--- config.mk ---
export PLATFORM = sky130hd
export DESIGN_NAME = ab_solver
export DESIGN_NICKNAME = d
export VERILOG_FILES = /design/src/rtl/ab_pkg.sv /design/src/rtl/ab_scorer.sv /design/src/rtl/ab_solver.sv
export SDC_FILE = /design/constraint.sdc
export NUM_CORES = 1
export LEC_CHECK = 0
export ABC_CLOCK_PERIOD_IN_PS = 22300
export BUFFER_PORTS_ARGS = -buffer_cell sky130_fd_sc_hd__buf_2
export CAP_MARGIN = 15
export CORE_ASPECT_RATIO = 0.5
export CORE_UTILIZATION = 70
export CTS_BUF_LIST = sky130_fd_sc_hd__clkbuf_4 sky130_fd_sc_hd__clkbuf_8
export CTS_CLUSTER_DIAMETER = 80
export CTS_CLUSTER_SIZE = 8
export DETAILED_ROUTE_END_ITERATION = 12
export MAX_ROUTING_LAYER = met4
export PLACE_DENSITY = 0.86
export SYNTH_ARGS = -nofsm -noshare
export SYNTH_HDL_FRONTEND = slang
export SYNTH_SLANG_ARGS = --single-unit
--- constraint.sdc ---
create_clock -name CLOCK_50 -period 22.3 [get_ports CLOCK_50]
set_clock_uncertainty 0.05 [all_clocks]
set_input_delay 1.115 -clock CLOCK_50 [delete_from_list [all_inputs] [get_ports CLOCK_50]]
set_output_delay 1.115 -clock CLOCK_50 [all_outputs]
set_load 0.02 [all_outputs]
--- src/rtl/ab_pkg.sv ---
// ab_pkg: shared types and constants for the 1A2B guess-side solver.
//   solver_state_t : top-level FSM states
//   digit_t        : one BCD digit
//   score_t        : A/B score pair, 3 bits each (0-4 in legal play)
//   fail_code_t    : reason reported on the fail_code output
//   FIRST_CAND / LAST_CAND : smallest and largest distinct-digit candidates
package ab_pkg;

    typedef logic [3:0] digit_t;

    typedef struct packed {
        logic [2:0] a;
        logic [2:0] b;
    } score_t;

    typedef enum logic [2:0] {
        S_IDLE,
        S_SEARCH,
        S_WAIT_FB,
        S_SOLVED,
        S_FAIL
    } solver_state_t;

    typedef enum logic [1:0] {
        FC_NONE    = 2'd0,
        FC_ILLEGAL = 2'd1,
        FC_NO_CAND = 2'd2,
        FC_TURNS   = 2'd3
    } fail_code_t;

    localparam logic [15:0] FIRST_CAND = 16'h0123;
    localparam logic [15:0] LAST_CAND  = 16'h9876;

endpackage

--- src/rtl/ab_scorer.sv ---
// ab_scorer: combinational 1A2B scorer.
//   cand      in  16  BCD candidate, [15:12]=thousands
//   ref_guess in  16  BCD recorded guess
//   score     out     a = positions with equal digits,
//                     b = digit matches at differing positions
// With non-distinct candidates the b count may wrap; such candidates are
// rejected by the distinct-digit check in the top, so the value is unused.
module ab_scorer
    import ab_pkg::*;
(
    input  logic [15:0] cand,
    input  logic [15:0] ref_guess,
    output score_t      score
);

    digit_t     cd;
    digit_t     rd;
    logic [2:0] a_cnt;
    logic [2:0] b_cnt;

    always_comb begin
        a_cnt = '0;
        b_cnt = '0;
        cd    = '0;
        rd    = '0;
        for (int unsigned i = 0; i < 4; i++) begin
            for (int unsigned j = 0; j < 4; j++) begin
                cd = cand[4*i +: 4];
                rd = ref_guess[4*j +: 4];
                if (cd == rd) begin
                    if (i == j) a_cnt = a_cnt + 3'd1;
                    else        b_cnt = b_cnt + 3'd1;
                end
            end
        end
        score.a = a_cnt;
        score.b = b_cnt;
    end

endmodule

--- src/rtl/ab_solver.sv ---
// ab_solver: automatic 1A2B codebreaker. Proposes the lexicographically
// smallest distinct-digit guess consistent with every recorded
// (guess, score) pair, one candidate evaluated per clock.
//   CLOCK_50    in   system clock
//   reset_n     in   asynchronous active-low reset
//   start       in   pulse, begins a game (idle/solved/fail only)
//   abort       in   pulse, returns to idle from any state
//   fb_valid    in   pulse, feedback fb_a/fb_b for the current guess
//   guess       out  BCD guess, [15:12]=thousands
//   guess_valid out  guess awaits feedback
//   busy        out  searching or waiting for feedback
//   turns       out  guesses issued this game
//   solved/fail out  terminal status, held
//   fail_code   out  0 none, 1 illegal feedback, 2 no candidate, 3 turns
module ab_solver
    import ab_pkg::*;
#(
    parameter int unsigned MAX_TURNS = 8
)
(
    input  logic                               CLOCK_50,
    input  logic                               reset_n,
    input  logic                               start,
    input  logic                               abort,
    input  logic                               fb_valid,
    input  logic [2:0]                         fb_a,
    input  logic [2:0]                         fb_b,
    output logic [15:0]                        guess,
    output logic                               guess_valid,
    output logic                               busy,
    output logic [$clog2(MAX_TURNS+1)-1:0]     turns,
    output logic                               solved,
    output logic                               fail,
    output logic [1:0]                         fail_code
);

    localparam int unsigned TW = $clog2(MAX_TURNS + 1);

    solver_state_t state_q, state_d;
    logic [15:0]   cand_q, cand_d;
    logic [15:0]   guess_q, guess_d;
    logic [TW-1:0] turns_q, turns_d;
    logic [TW-1:0] count_q, count_d;
    fail_code_t    fail_code_q, fail_code_d;
    logic [15:0]   hist_guess_q [MAX_TURNS];
    logic [15:0]   hist_guess_d [MAX_TURNS];
    score_t        hist_score_q [MAX_TURNS];
    score_t        hist_score_d [MAX_TURNS];

    score_t        cand_score   [MAX_TURNS];
    logic          hist_ok;
    logic          cand_distinct;
    logic          fb_illegal;

    // 4-digit BCD increment, 9 -> 0 with carry into the next digit.
    function automatic logic [15:0] bcd_inc(input logic [15:0] v);
        logic [15:0] r;
        logic        c;
        digit_t      d;
        r = v;
        c = 1'b1;
        for (int unsigned i = 0; i < 4; i++) begin
            d = v[4*i +: 4];
            if (c) begin
                if (d == 4'd9) begin
                    r[4*i +: 4] = 4'd0;
                end else begin
                    r[4*i +: 4] = d + 4'd1;
                    c = 1'b0;
                end
            end
        end
        return r;
    endfunction

    function automatic logic digits_distinct(input logic [15:0] v);
        logic ok;
        ok = 1'b1;
        for (int unsigned i = 0; i < 4; i++) begin
            for (int unsigned j = i + 1; j < 4; j++) begin
                if (v[4*i +: 4] == v[4*j +: 4]) ok = 1'b0;
            end
        end
        return ok;
    endfunction

    for (genvar k = 0; k < MAX_TURNS; k++) begin : g_score
        ab_scorer u_scorer (
            .cand      (cand_q),
            .ref_guess (hist_guess_q[k]),
            .score     (cand_score[k])
        );
    end

    // Entries at or beyond the history count are masked as passing.
    always_comb begin
        hist_ok = 1'b1;
        for (int unsigned k = 0; k < MAX_TURNS; k++) begin
            if ((TW'(k) < count_q) && (cand_score[k] != hist_score_q[k])) begin
                hist_ok = 1'b0;
            end
        end
    end

    assign cand_distinct = digits_distinct(cand_q);

    assign fb_illegal = (fb_a > 3'd4) ||
                        (({1'b0, fb_a} + {1'b0, fb_b}) > 4'd4) ||
                        ((fb_a == 3'd3) && (fb_b == 3'd1));

    always_comb begin
        state_d      = state_q;
        cand_d       = cand_q;
        guess_d      = guess_q;
        turns_d      = turns_q;
        count_d      = count_q;
        fail_code_d  = fail_code_q;
        hist_guess_d = hist_guess_q;
        hist_score_d = hist_score_q;

        if (abort) begin
            state_d     = S_IDLE;
            cand_d      = FIRST_CAND;
            guess_d     = '0;
            turns_d     = '0;
            count_d     = '0;
            fail_code_d = FC_NONE;
        end else begin
            case (state_q)
                S_IDLE, S_SOLVED, S_FAIL: begin
                    if (start) begin
                        state_d     = S_SEARCH;
                        cand_d      = FIRST_CAND;
                        turns_d     = '0;
                        count_d     = '0;
                        fail_code_d = FC_NONE;
                    end
                end

                S_SEARCH: begin
                    if (cand_distinct && hist_ok) begin
                        guess_d = cand_q;
                        turns_d = turns_q + TW'(1);
                        state_d = S_WAIT_FB;
                    end else if (cand_q == LAST_CAND) begin
                        fail_code_d = FC_NO_CAND;
                        state_d     = S_FAIL;
                    end else begin
                        cand_d = bcd_inc(cand_q);
                    end
                end

                S_WAIT_FB: begin
                    if (fb_valid) begin
                        if ((fb_a == 3'd4) && (fb_b == 3'd0)) begin
                            state_d = S_SOLVED;
                        end else if (fb_illegal) begin
                            fail_code_d = FC_ILLEGAL;
                            state_d     = S_FAIL;
                        end else begin
                            for (int unsigned k = 0; k < MAX_TURNS; k++) begin
                                if (TW'(k) == count_q) begin
                                    hist_guess_d[k] = guess_q;
                                    hist_score_d[k] = '{a: fb_a, b: fb_b};
                                end
                            end
                            count_d = count_q + TW'(1);
                            if (count_d == TW'(MAX_TURNS)) begin
                                fail_code_d = FC_TURNS;
                                state_d     = S_FAIL;
                            end else begin
                                // Every candidate below guess already fails an
                                // older entry, so the search resumes just past it.
                                cand_d  = bcd_inc(guess_q);
                                state_d = S_SEARCH;
                            end
                        end
                    end
                end

                default: state_d = S_IDLE;
            endcase
        end
    end

    always_ff @(posedge CLOCK_50 or negedge reset_n) begin
        if (!reset_n) begin
            state_q     <= S_IDLE;
            cand_q      <= FIRST_CAND;
            guess_q     <= '0;
            turns_q     <= '0;
            count_q     <= '0;
            fail_code_q <= FC_NONE;
            for (int unsigned k = 0; k < MAX_TURNS; k++) begin
                hist_guess_q[k] <= '0;
                hist_score_q[k] <= '0;
            end
        end else begin
            state_q      <= state_d;
            cand_q       <= cand_d;
            guess_q      <= guess_d;
            turns_q      <= turns_d;
            count_q      <= count_d;
            fail_code_q  <= fail_code_d;
            hist_guess_q <= hist_guess_d;
            hist_score_q <= hist_score_d;
        end
    end

    assign guess       = guess_q;
    assign guess_valid = (state_q == S_WAIT_FB);
    assign busy        = (state_q == S_SEARCH) || (state_q == S_WAIT_FB);
    assign turns       = turns_q;
    assign solved      = (state_q == S_SOLVED);
    assign fail        = (state_q == S_FAIL);
    assign fail_code   = fail_code_q;

endmodule

-- Word-level counts from Yosys, hierarchy flattened
Index checks and enable logic that the tools add are counted.
- input port bits: 11
- flip-flop bits (word level): 221
- word-level logic and storage cells: 624
- output and inout port bits: 26
- bitwise gates (word level): 3
- equality and inequality tests: 180
- $add $sub $neg: 123
- mux-type cells: 235
- magnitude comparators: 10
- reductions and logical operators: 40
- operators by type and width (operator ; count):
    $eq A4 B4 Y1 ; 134
    $mux W3 ; 120
    $add A3 B1 Y3 const B ; 96
    $mux W16 ; 11
    $mux W4 ; 21
    $mux W1 ; 70
    $ne A6 B6 Y1 ; 8
    $pmux W16 S3 ; 1
    $reduce_and A6 Y1 ; 8
    $add A4 B1 Y4 const B ; 10
    $eq A4 B4 Y1 const B ; 9
    $ne A3 B3 Y1 const B ; 12
    $add A1 B1 Y2 const B ; 16
    $reduce_and A9 Y1 ; 3
    $eq A16 B16 Y1 const B ; 1
    $eq A3 B4 Y1 const A ; 4
    $lt A3 B4 Y1 const A ; 4
    $mux W2 ; 8
    $pmux W4 S2 ; 2
    $logic_and A1 B1 Y1 ; 11
    $eq A3 B2 Y1 const B ; 3
    $pmux W3 S3 ; 1
    $eq A2 B4 Y1 const A ; 2
    $lt A1 B4 Y1 const A ; 2
    other kinds (23) ; 34

-- Longest topological paths before layout
Gate-level depths: netlist of the first run.
- depth after elaboration: 53
- depth in mapped cells: 51
- gate-level depth less buffers: 45

-- Modules after synthesis
Synthesis of the first run repeated with hierarchy kept, for this count alone.
- cells, all modules: 2221
- area, all modules: 22127.5 µm²
- by module, submodules not included (module ; times used ; cells an instance ; area each (µm²) ; seq. area each (µm²)):
    ab_scorer ; 8 ; 161 ; 1416.4 ; 0.0
    ab_solver ; 1 ; 933 ; 10796.6 ; 5535.3

-- Worst setup path after synthesis of the first run
Ideal clock, no wire load.
- path type: flip-flop to flip-flop
- from: register cand_q[0]
- to: register state_q[2]
- path buffers: 4
- library setup time: 125 ps
- stages on the path, launching flop included: 46
- required time: 22125 ps
- path slack: 12414 ps
- clock period less this slack: 9886 ps
- arrival time: 9712 ps
- path through: dfstp_2 -> buf_2 -> clkbuf_1 -> clkbuf_1 -> clkbuf_1 -> xnor2_1 -> nand4_1 -> inv_1 -> ha_1 -> xor2_1 -> ha_1 -> and2_1 -> or2_2 -> ha_1 -> mux2_2 -> ha_1 -> a21oi_1 -> nand2_1 -> [... 10 more ...] -> inv_1 -> a21oi_1 -> ha_1 -> nand2_1 -> o21ai_0 -> o41a_1 -> ha_1 -> nand2_1 -> xor2_1 -> xnor2_1 -> xnor3_1 -> a21oi_1 -> nor4_1 -> o221ai_1 -> nor4_1 -> nand3_1 -> a31oi_1 -> mux2_2
- word-level cells in the longest chain between the ends: 38
- elaborated cells on any way between the ends: 312
- classes of those cells: add/sub (112); eq/ne (45); mux (145); reduce/logical (10)
- RTL lines (element ; line ; text):
    from (decl) ; ab_solver.sv:40 ; logic [15:0] cand_q, cand_d;
    from (signal assigned) ; ab_solver.sv:200 ; cand_q <= cand_d;
    $eq A4 B4 Y1 ; ab_scorer.sv:30 ; if (cd == rd) begin
    $mux W1 ; ab_scorer.sv:30 ;
    $add A1 B1 Y2 ; ab_scorer.sv:32 ; else b_cnt = b_cnt + 3'd1;
    $mux W3 ; ab_scorer.sv:30 ;
    $add A3 B1 Y3 ; ab_scorer.sv:32 ;
    $mux W3 ; ab_scorer.sv:30 ;
    $add A3 B1 Y3 ; ab_scorer.sv:32 ;
    $mux W3 ; ab_scorer.sv:30 ;
    [... 15 more ...] ; - ;
    $mux W3 ; ab_scorer.sv:30 ;
    $ne A6 B6 Y1 ; ab_solver.sv:99 ; if ((TW'(k) < count_q) && (cand_score[k] != hist_score_q[k])) begin
    $logic_and A1 B1 Y1 ; ab_solver.sv:99 ;
    $mux W1 (8 in series) ; ab_solver.sv:99 ;
    $logic_and A1 B1 Y1 ; ab_solver.sv:141 ; if (cand_distinct && hist_ok) begin
    $mux W3 ; ab_solver.sv:141 ;
    $pmux W3 S3 ; ab_solver.sv:129 ; case (state_q)
    $mux W3 ; ab_solver.sv:121 ; if (abort) begin
    to (signal assigned) ; ab_solver.sv:199 ; state_q <= state_d;
    to (decl) ; ab_solver.sv:39 ; solver_state_t state_q, state_d;
Parallel ways exist; a longest one is shown, timed or not.
A chain may end at the register's enable or synchronous reset.

-- Worst setup path after layout of the first run
- from: register cand_q[0]
- to: register cand_q[3]
- word-level cells in the longest chain between the ends: 37
- elaborated cells on any way between the ends: 317
- classes of those cells: add/sub (113); eq/ne (47); mux (147); reduce/logical (10)
- RTL lines (element ; line):
    $eq A4 B4 Y1 ; ab_scorer.sv:30
    $mux W1 ; ab_scorer.sv:30
    $add A1 B1 Y2 ; ab_scorer.sv:32
    $mux W3 ; ab_scorer.sv:30
    $add A3 B1 Y3 ; ab_scorer.sv:32
    $mux W3 ; ab_scorer.sv:30
    $add A3 B1 Y3 ; ab_scorer.sv:32
    $mux W3 ; ab_scorer.sv:30
    [... 14 more ...] ; -
    $add A3 B1 Y3 ; ab_scorer.sv:32
    $mux W3 ; ab_scorer.sv:30
    $ne A6 B6 Y1 ; ab_solver.sv:99
    $logic_and A1 B1 Y1 ; ab_solver.sv:99
    $mux W1 (8 in series) ; ab_solver.sv:99
    $logic_and A1 B1 Y1 ; ab_solver.sv:141
    $ne A3 B3 Y1 (no source line) ; -
    $reduce_and A8 Y1 (no source line) ; -
Parallel ways exist; a longest one is shown, timed or not. The select of a mux whose other input is x is not followed.

==> flow_metrics.tcl, run 1 <==
set metrics [dict create \
    status "completed" \
    crit_top_cell "ha_1" \
    grt_pass1_wl_mm 101 \
    overflow 0 \
    rows 46 \
    fmax_ghz 0.0923 \
    synthTopCellsByCount "392 x xnor2_1, 345 x xor2_1, 217 x dfrtp_1" \
    max-cap-violations 0 \
    final_max_slew_viol_count 0 \
    grtUsageTotal_pct 40.1 \
    hold_viol_final 0 \
    cp.required_ns 22.76 \
    grt_max_degree 107 \
    synth_area_leaders "dfrtp_1 24%, xnor2_1 15%, xor2_1 13%" \
    worst-setup-path-type "flop to flop" \
    synth.most_common_cell "xnor2_1" \
    seqCellArea_mm2 0.00555 \
    synth-main-ff-cell "dfrtp_1" \
    avgSynthCellArea_um2 9.14 \
    tns_ns 0 \
    clkSinkCount 221 \
    numCtsBuffers 31 \
    grt_pass1_vias 17800 \
    worstMarginPinSlew_ns 1.17 \
    routabilityCongestion 0.970 \
    crit_fanout 27 \
    yosysWarnings 0 \
    crit_path_end_kind "flop" \
    crit_start "cand_q[0]" \
    dp_hpwl_mm 42.6 \
    ys_seq_area_share_pct 24.2 \
    leakage_nw 11.2 \
    vdd_drop_max_mv 0.111 \
    post_cts.repair.setup_buffers 0 \
    fin_ws_ns 11.47 \
    dieWidth_um 258 \
    powerDensity_mw_per_mm2 135 \
    min_period_ns 10.83 \
    ios 37 \
    nets 2491 \
    rsz0062_at_grt "false" \
    clk_latency_ns 0.64 \
    min_period_over_period_pct 48.6 \
    h-tree-depth 1 \
    crit_buf_inv 1 \
    cp.arrival_ns 11.29 \
    max-slew-margin-rel_pct 21.2 \
    vias 18400 \
    drt_iter0_drc 2140 \
    drive_above_1_share_pct 15.4 \
    final-setup-viol-count 0 \
    dieArea_mm2 0.0335 \
    antenna_left 0 \
    antenna_found_initial 5 \
    cts_tree "built" \
    netlist_area_mm2 0.0229 \
    area_growth_pct 1.83 \
    r2r-start "cand_q[0]" \
    first_pass_iters 5 \
    wl_per_cell_um 23.3 \
    cp_num_cells 36 \
    cp_slowest_stage_delay_ns 0.95 \
    yosysTopAreaCell "dfrtp_1" \
    multi_input_area_mm2 0.0159 \
    ff2ff_path_depth 36 \
    start_kind "flop" \
    n_fill_cell 2157 \
    crit_path_top_delay_cell "and4_1" \
    async_reset_ff_share_pct 100 \
    post_drt_via_cell_ratio 6.57 \
    clk_path_buf_depth 3 \
    r2r_end "cand_q[3]" \
    postSynthCellCount 2504 \
    cts-root-buf "clkbuf_8" \
    io_buffer_count 36 \
    ctsHoldBuffers 0 \
    synth-edff-count 0 \
    cts_resized 0 \
    routed_wl_mm 65.2 \
    path_delay_family "adder cells" \
    r2r_setup_slack_ns 11.47 \
    drc 0 \
    dp_slack_ns 11.29 \
    worstHoldPathType "primary input to async pin" \
    ys_types 87 \
    finalPower_mw 3.15 \
    clk_pin_slew_worst_paths_ns 0.07 \
    core_mm2 0.0319 \
    chipHeight_um 130 \
    syn_nets 2642 \
    ys_ff_latch 221 \
    initial_utilization_pct 71.7 \
    synth_top_area_share_pct 23.7 \
    crit_end "cand_q[3]" \
]
==> state kept, by name, summed over array words and instances (netlist names) <==
name / flops
count_q: 4
state_q: 3
guess: 16
turns: 4
hist_guess_q: 128
cand_q: 16
hist_score_q: 48
fail_code: 2
==> logic make-up (layout without fill, tap and decap cells) <==
kind of cell,after synthesis,count (layout),synth area share [%]
flops,221,221,24.2
simple gates,568,568,13.3
mux,211,211,10.2
fa+ha+maj,127,127,6.97
other cells,0,5,0
compound gates,256,256,7.60
buf+inv,353,212,6.57
xor+xnor,768,768,31.1
==> routing by layer <==
layer  track usage (%)  routed length (um)
met1              51.5               25600
met2              59.3               27800
met3              9.29                8180
met4              20.8                3590
met5                 -                   0
==> worst register-to-register path: cells and delay by family, from the launching register on <==
family | cells | cell delay, ns
fa+ha+maj | 9 | 2.46
simple gates | 8 | 2.31
compound gates | 7 | 1.83
mux | 6 | 1.82
xor+xnor | 5 | 0.83
flops | 1 | 0.83
buf+inv | 1 | 0.57
==> area by class of cell <==
cell class | count | share of cell area (%)
clock buffers | 42 | 2.18
multi-input cells | 1930 | 68.0
well taps | 432 | 2.32
clock inverters | 1 | 0.0215
repair buffers | 74 | 2.04
diodes | 5 | 0.0537
flip-flops and latches | 221 | 23.8
inverters | 95 | 1.53
==> worst min path at each step <==
stage,start,end,slack [ns],cells past startpoint
floorplan,hist_score_q[13],hist_score_q[13],0.41,2
detailed placement,hist_score_q[40],hist_score_q[40],0.44,2
CTS,hist_score_q[40],hist_score_q[40],0.46,2
global placement,hist_score_q[16],hist_score_q[16],0.43,2
finish,reset_n,cand_q[13],0.42,1
global route,hist_score_q[40],hist_score_q[40],0.49,2
==> layout by cell type (no fill, tap or decap), types with 23 or more instances in the layout <==
| cell type | count |
|---|---|
| buf_4 | 34 |
| buf_2 | 37 |
| and4_1 | 27 |
| clkbuf_8 | 31 |
| xor2_1 | 345 |
| nand3_1 | 28 |
| dfrtp_1 | 205 |
| mux2_2 | 183 |
| nor3_1 | 25 |
| nand2_1 | 169 |
| a21oi_1 | 43 |
| nor2_1 | 109 |
| inv_1 | 94 |
| nor4_1 | 55 |
| ha_1 | 126 |
| mux2i_1 | 27 |
| nand4_1 | 57 |
| nor2b_1 | 23 |
| xnor2_1 | 392 |
| o21ai_0 | 75 |
==> report_power, final <==
part	total, mW	switching, mW	internal, mW
Sequential	0.485	0.0644	0.421
Combinational	2.35	1.30	1.05
Clock	0.310	0.167	0.144
Total	3.15	1.53	1.62
==> per-stage QoR <==
| step | utilization (%) | std cells | area [um2] | hold slack (ns) |
|---|---|---|---|---|
| after floorplan | - | 2504 | 22900 | 0.414 |
| after global placement | 71.2 | 2748 | 22800 | 0.431 |
| after detailed placement | 71.2 | 2748 | 22800 | 0.444 |
| after CTS | 72.9 | 2791 | 23300 | 0.461 |
| after global routing | 73.0 | 2796 | 23300 | 0.487 |
| final | 73.0 | 2800 | 23300 | 0.419 |
Power figures use the tool's default switching activity.
==> run 2: changes to the inputs <==
--- a/config.mk
+++ b/config.mk
@@ -5,17 +5,18 @@
 export SDC_FILE = /design/constraint.sdc
 export NUM_CORES = 1
 export LEC_CHECK = 0
-export ABC_CLOCK_PERIOD_IN_PS = 22300
+export ABC_AREA = 1
+export ABC_CLOCK_PERIOD_IN_PS = 11000
 export BUFFER_PORTS_ARGS = -buffer_cell sky130_fd_sc_hd__buf_2
 export CAP_MARGIN = 15
 export CORE_ASPECT_RATIO = 0.5
-export CORE_UTILIZATION = 70
+export CORE_UTILIZATION = 67
 export CTS_BUF_LIST = sky130_fd_sc_hd__clkbuf_4 sky130_fd_sc_hd__clkbuf_8
 export CTS_CLUSTER_DIAMETER = 80
 export CTS_CLUSTER_SIZE = 8
 export DETAILED_ROUTE_END_ITERATION = 12
 export MAX_ROUTING_LAYER = met4
-export PLACE_DENSITY = 0.86
+export PLACE_DENSITY = 0.83
 export SYNTH_ARGS = -nofsm -noshare
 export SYNTH_HDL_FRONTEND = slang
 export SYNTH_SLANG_ARGS = --single-unit
==> constraint.sdc (replaced) <==
create_clock -name CLOCK_50 -period 11 [get_ports CLOCK_50]
set_clock_uncertainty 0.05 [all_clocks]
set_input_delay 0.55 -clock CLOCK_50 [delete_from_list [all_inputs] [get_ports CLOCK_50]]
set_output_delay 0.55 -clock CLOCK_50 [all_outputs]
set_load 0.02 [all_outputs]
==> run 2 against run 1 <==
  * Total power grew 140%
  * Die area increased by 14%
  * Core utilization shrank 2.7 points
  * First-iteration DRC count is 47% higher
  * Critical endpoint is now cand_q[0]
==> flow_metrics.tcl, run 2 <==
set metrics [dict create \
    multi_input_area_mm2 0.0167 \
    status "completed" \
    fmax_ghz 0.110 \
    synth_area_leaders "dfrtp_1 22%, nand2_1 14%, xor2_1 11%" \
    drc 0 \
    grtUsageTotal_pct 40.5 \
    leakage_nw 14.2 \
    syn_nets 3932 \
    max-cap-violations 0 \
    io_buffer_count 36 \
    max-slew-margin-rel_pct 35.1 \
    switchingPower_mw 4.12 \
    first_pass_iters 6 \
    switching_share_pct 54.8 \
    synth_top_area_share_pct 21.8 \
    worstHoldPathType "primary input to flop" \
    overflow 0 \
    drt_iter0_drc 3141 \
    ff2ff_path_depth 51 \
    post_drt_via_cell_ratio 5.87 \
    cts-root-buf "clkbuf_8" \
    ys_seq_area_share_pct 22.2 \
    clk_path_buf_depth 3 \
    synth-compound-area-share_pct 7.31 \
    nets 3826 \
    post-route-util_pct 70.3 \
    final_max_slew_viol_count 0 \
    wl_per_cell_um 18.0 \
    final_common_cell "nand2_1" \
    chipHeight_um 138 \
    synthTopCellsByCount "909 x nand2_1, 382 x inv_1, 341 x nand3_1" \
    clkSinkCount 221 \
    final-setup-viol-count 0 \
    powerDensity_mw_per_mm2 295 \
    grt_pass1_wl_mm 118 \
    netlist_area_mm2 0.0250 \
    ys_types 57 \
    worst-setup-path-type "flop to flop" \
    yosysTopAreaCell "dfrtp_1" \
    synthSimpleGateAreaFrac_pct 36.1 \
    muxShareOfSynthArea_pct 0.722 \
    dieWidth_um 275 \
    yosysWarnings 0 \
    synth-main-ff-cell "dfrtp_1" \
    reg.largest.list "hist_guess_q x128, hist_score_q x48" \
    area_growth_pct 2.23 \
    crit_path_top_delay_cell "dfstp_2" \
    finalPower_mw 7.52 \
    post_cts.repair.setup_buffers 0 \
    async_reset_ff_share_pct 100 \
    largest_reg_flops 128 \
    grt_pass1_vias 22000 \
    synthAdderAreaFrac_pct 6.40 \
    min_period_ns 9.08 \
    worstMarginPinSlew_ns 0.972 \
    crit_fanout 35 \
    cellInternalPower_mw 3.40 \
    cp_slowest_stage_delay_ns 0.94 \
    clkPwrFrac_pct 8.7 \
    min_period_over_period_pct 82.5 \
    synth_top_family_by_area "simple AND/OR/NAND/NOR gates" \
    n_fill_cell 3138 \
    start_kind "flop" \
    synth-edff-count 0 \
    hold_viol_final 0 \
    rows 49 \
    holdWs_ns 0.128 \
    cp.arrival_ns 9.60 \
    vias 24600 \
    h-tree-depth 1 \
    ios 37 \
    antenna_found_initial 4 \
    antenna_left 0 \
    top_register "hist_guess_q" \
    core_mm2 0.0363 \
    clk_latency_ns 0.66 \
    routed_wl_mm 75.4 \
    synth_xor_area_share_pct 16.3 \
    crit_top_cell "nand2_1" \
    avgSynthCellArea_um2 6.58 \
    ys_ff_latch 221 \
    initial_utilization_pct 68.8 \
    grt_max_degree 91 \
    dieArea_mm2 0.0381 \
    cts_tree "built" \
    tns_ns 0 \
    dp_hpwl_mm 52.2 \
    p_comb_share_pct 76.1 \
    synth.most_common_cell "nand2_1" \
    routabilityCongestion 0.983 \
    final_cells 4191 \
    numCtsBuffers 31 \
    drive_above_1_share_pct 9.99 \
    hold_depth 3 \
    postSynthCellCount 3794 \
    p_seq_share_pct 15.3 \
    rsz0062_at_grt "false" \
    layout_common_cells "909 x nand2_1, 382 x inv_1, 341 x nand3_1, 334 x nor2_1, 320 x xor2_1" \
    crit_path_end_kind "flop" \
    vdd_drop_max_mv 0.280 \
    place_inst 4135 \
    seqCellArea_mm2 0.00555 \
    cp.required_ns 11.53 \
    clk_pin_slew_worst_paths_ns 0.07 \
]
==> run 2: cell type report <==
cell class	instances	area share, %
clock inverter	2	0.0490
antenna	5	0.0490
multi-input combinational	2938	65.4
sequential	221	21.7
inverter	427	6.30
tap	484	2.37
timing repair buffer	69	1.96
clock buffer	45	2.08
==> run 2: cell families (layout without fill, tap and decap cells) <==
kind of cell    after synthesis  count (layout)
mux                          18              18
other cells                   0               5
xor+xnor                    465             465
compound gates              350             350
buf+inv                     635             543
simple gates               1978            1978
flops                       221             221
fa+ha+maj                   127             127
==> run 2: final timing paths <==
check,slack [ns],end,start
min reg2reg,0.42,fail_code[1],fail_code[1]
min,0.13,hist_score_q[28],fb_a[1]
max reg2reg,1.92,cand_q[0],cand_q[0]
max,1.92,cand_q[0],cand_q[0]
min in group asynchronous,0.46,hist_guess_q[87],reset_n
max in group asynchronous,8.14,hist_score_q[20],reset_n
==> run 2: through the flow <==
step / worst slack (ns) / instance area [um2]
finish: 1.92 / 25500
global route: 1.27 / 25500
CTS: 2.02 / 25400
detailed placement: 2.05 / 24900
global placement: 2.25 / 24900
floorplan: 2.62 / 25000
==> run 2: worst max-delay path, delay by kind of cell (launching register included) <==
family	cells	cell delay [ns]
AO/OA/AOI/OAI	3	0.21
flip-flops	1	0.94
XOR/XNOR	2	0.37
buffers and inverters	3	0.49
adder cells (fa/ha/maj)	10	2.64
AND/OR/NAND/NOR	33	4.27
==> run 2: what timing repair did <==
item | in CTS | in global routing
endpoints found under the hold margin | 87 | 0
resized for setup | 0 | 0
hold buffers | 1 | 0
endpoints found under the setup margin | 0 | 0
==> run 2: power groups by stage <==
stage               sequential [mW]  combinational (mW)  clock [mW]
finish                         1.15                5.72       0.654
floorplan                     0.986                4.67           0
detailed placement             1.15                5.63           0
CTS                            1.14                5.66       0.644
global placement               1.15                5.43           0
global route                   1.15                6.51       0.681
==> run 2: per-layer routing <==
metal | GRT usage [%] | share of wire, % | up-vias
li1 | - | - | 11700
met1 | 53.8 | 40 | 11200
met2 | 59.2 | 42 | 1403
met3 | 10.2 | 13 | 251
met4 | 14.8 | 4.1 | 0
met5 | - | 0 | -
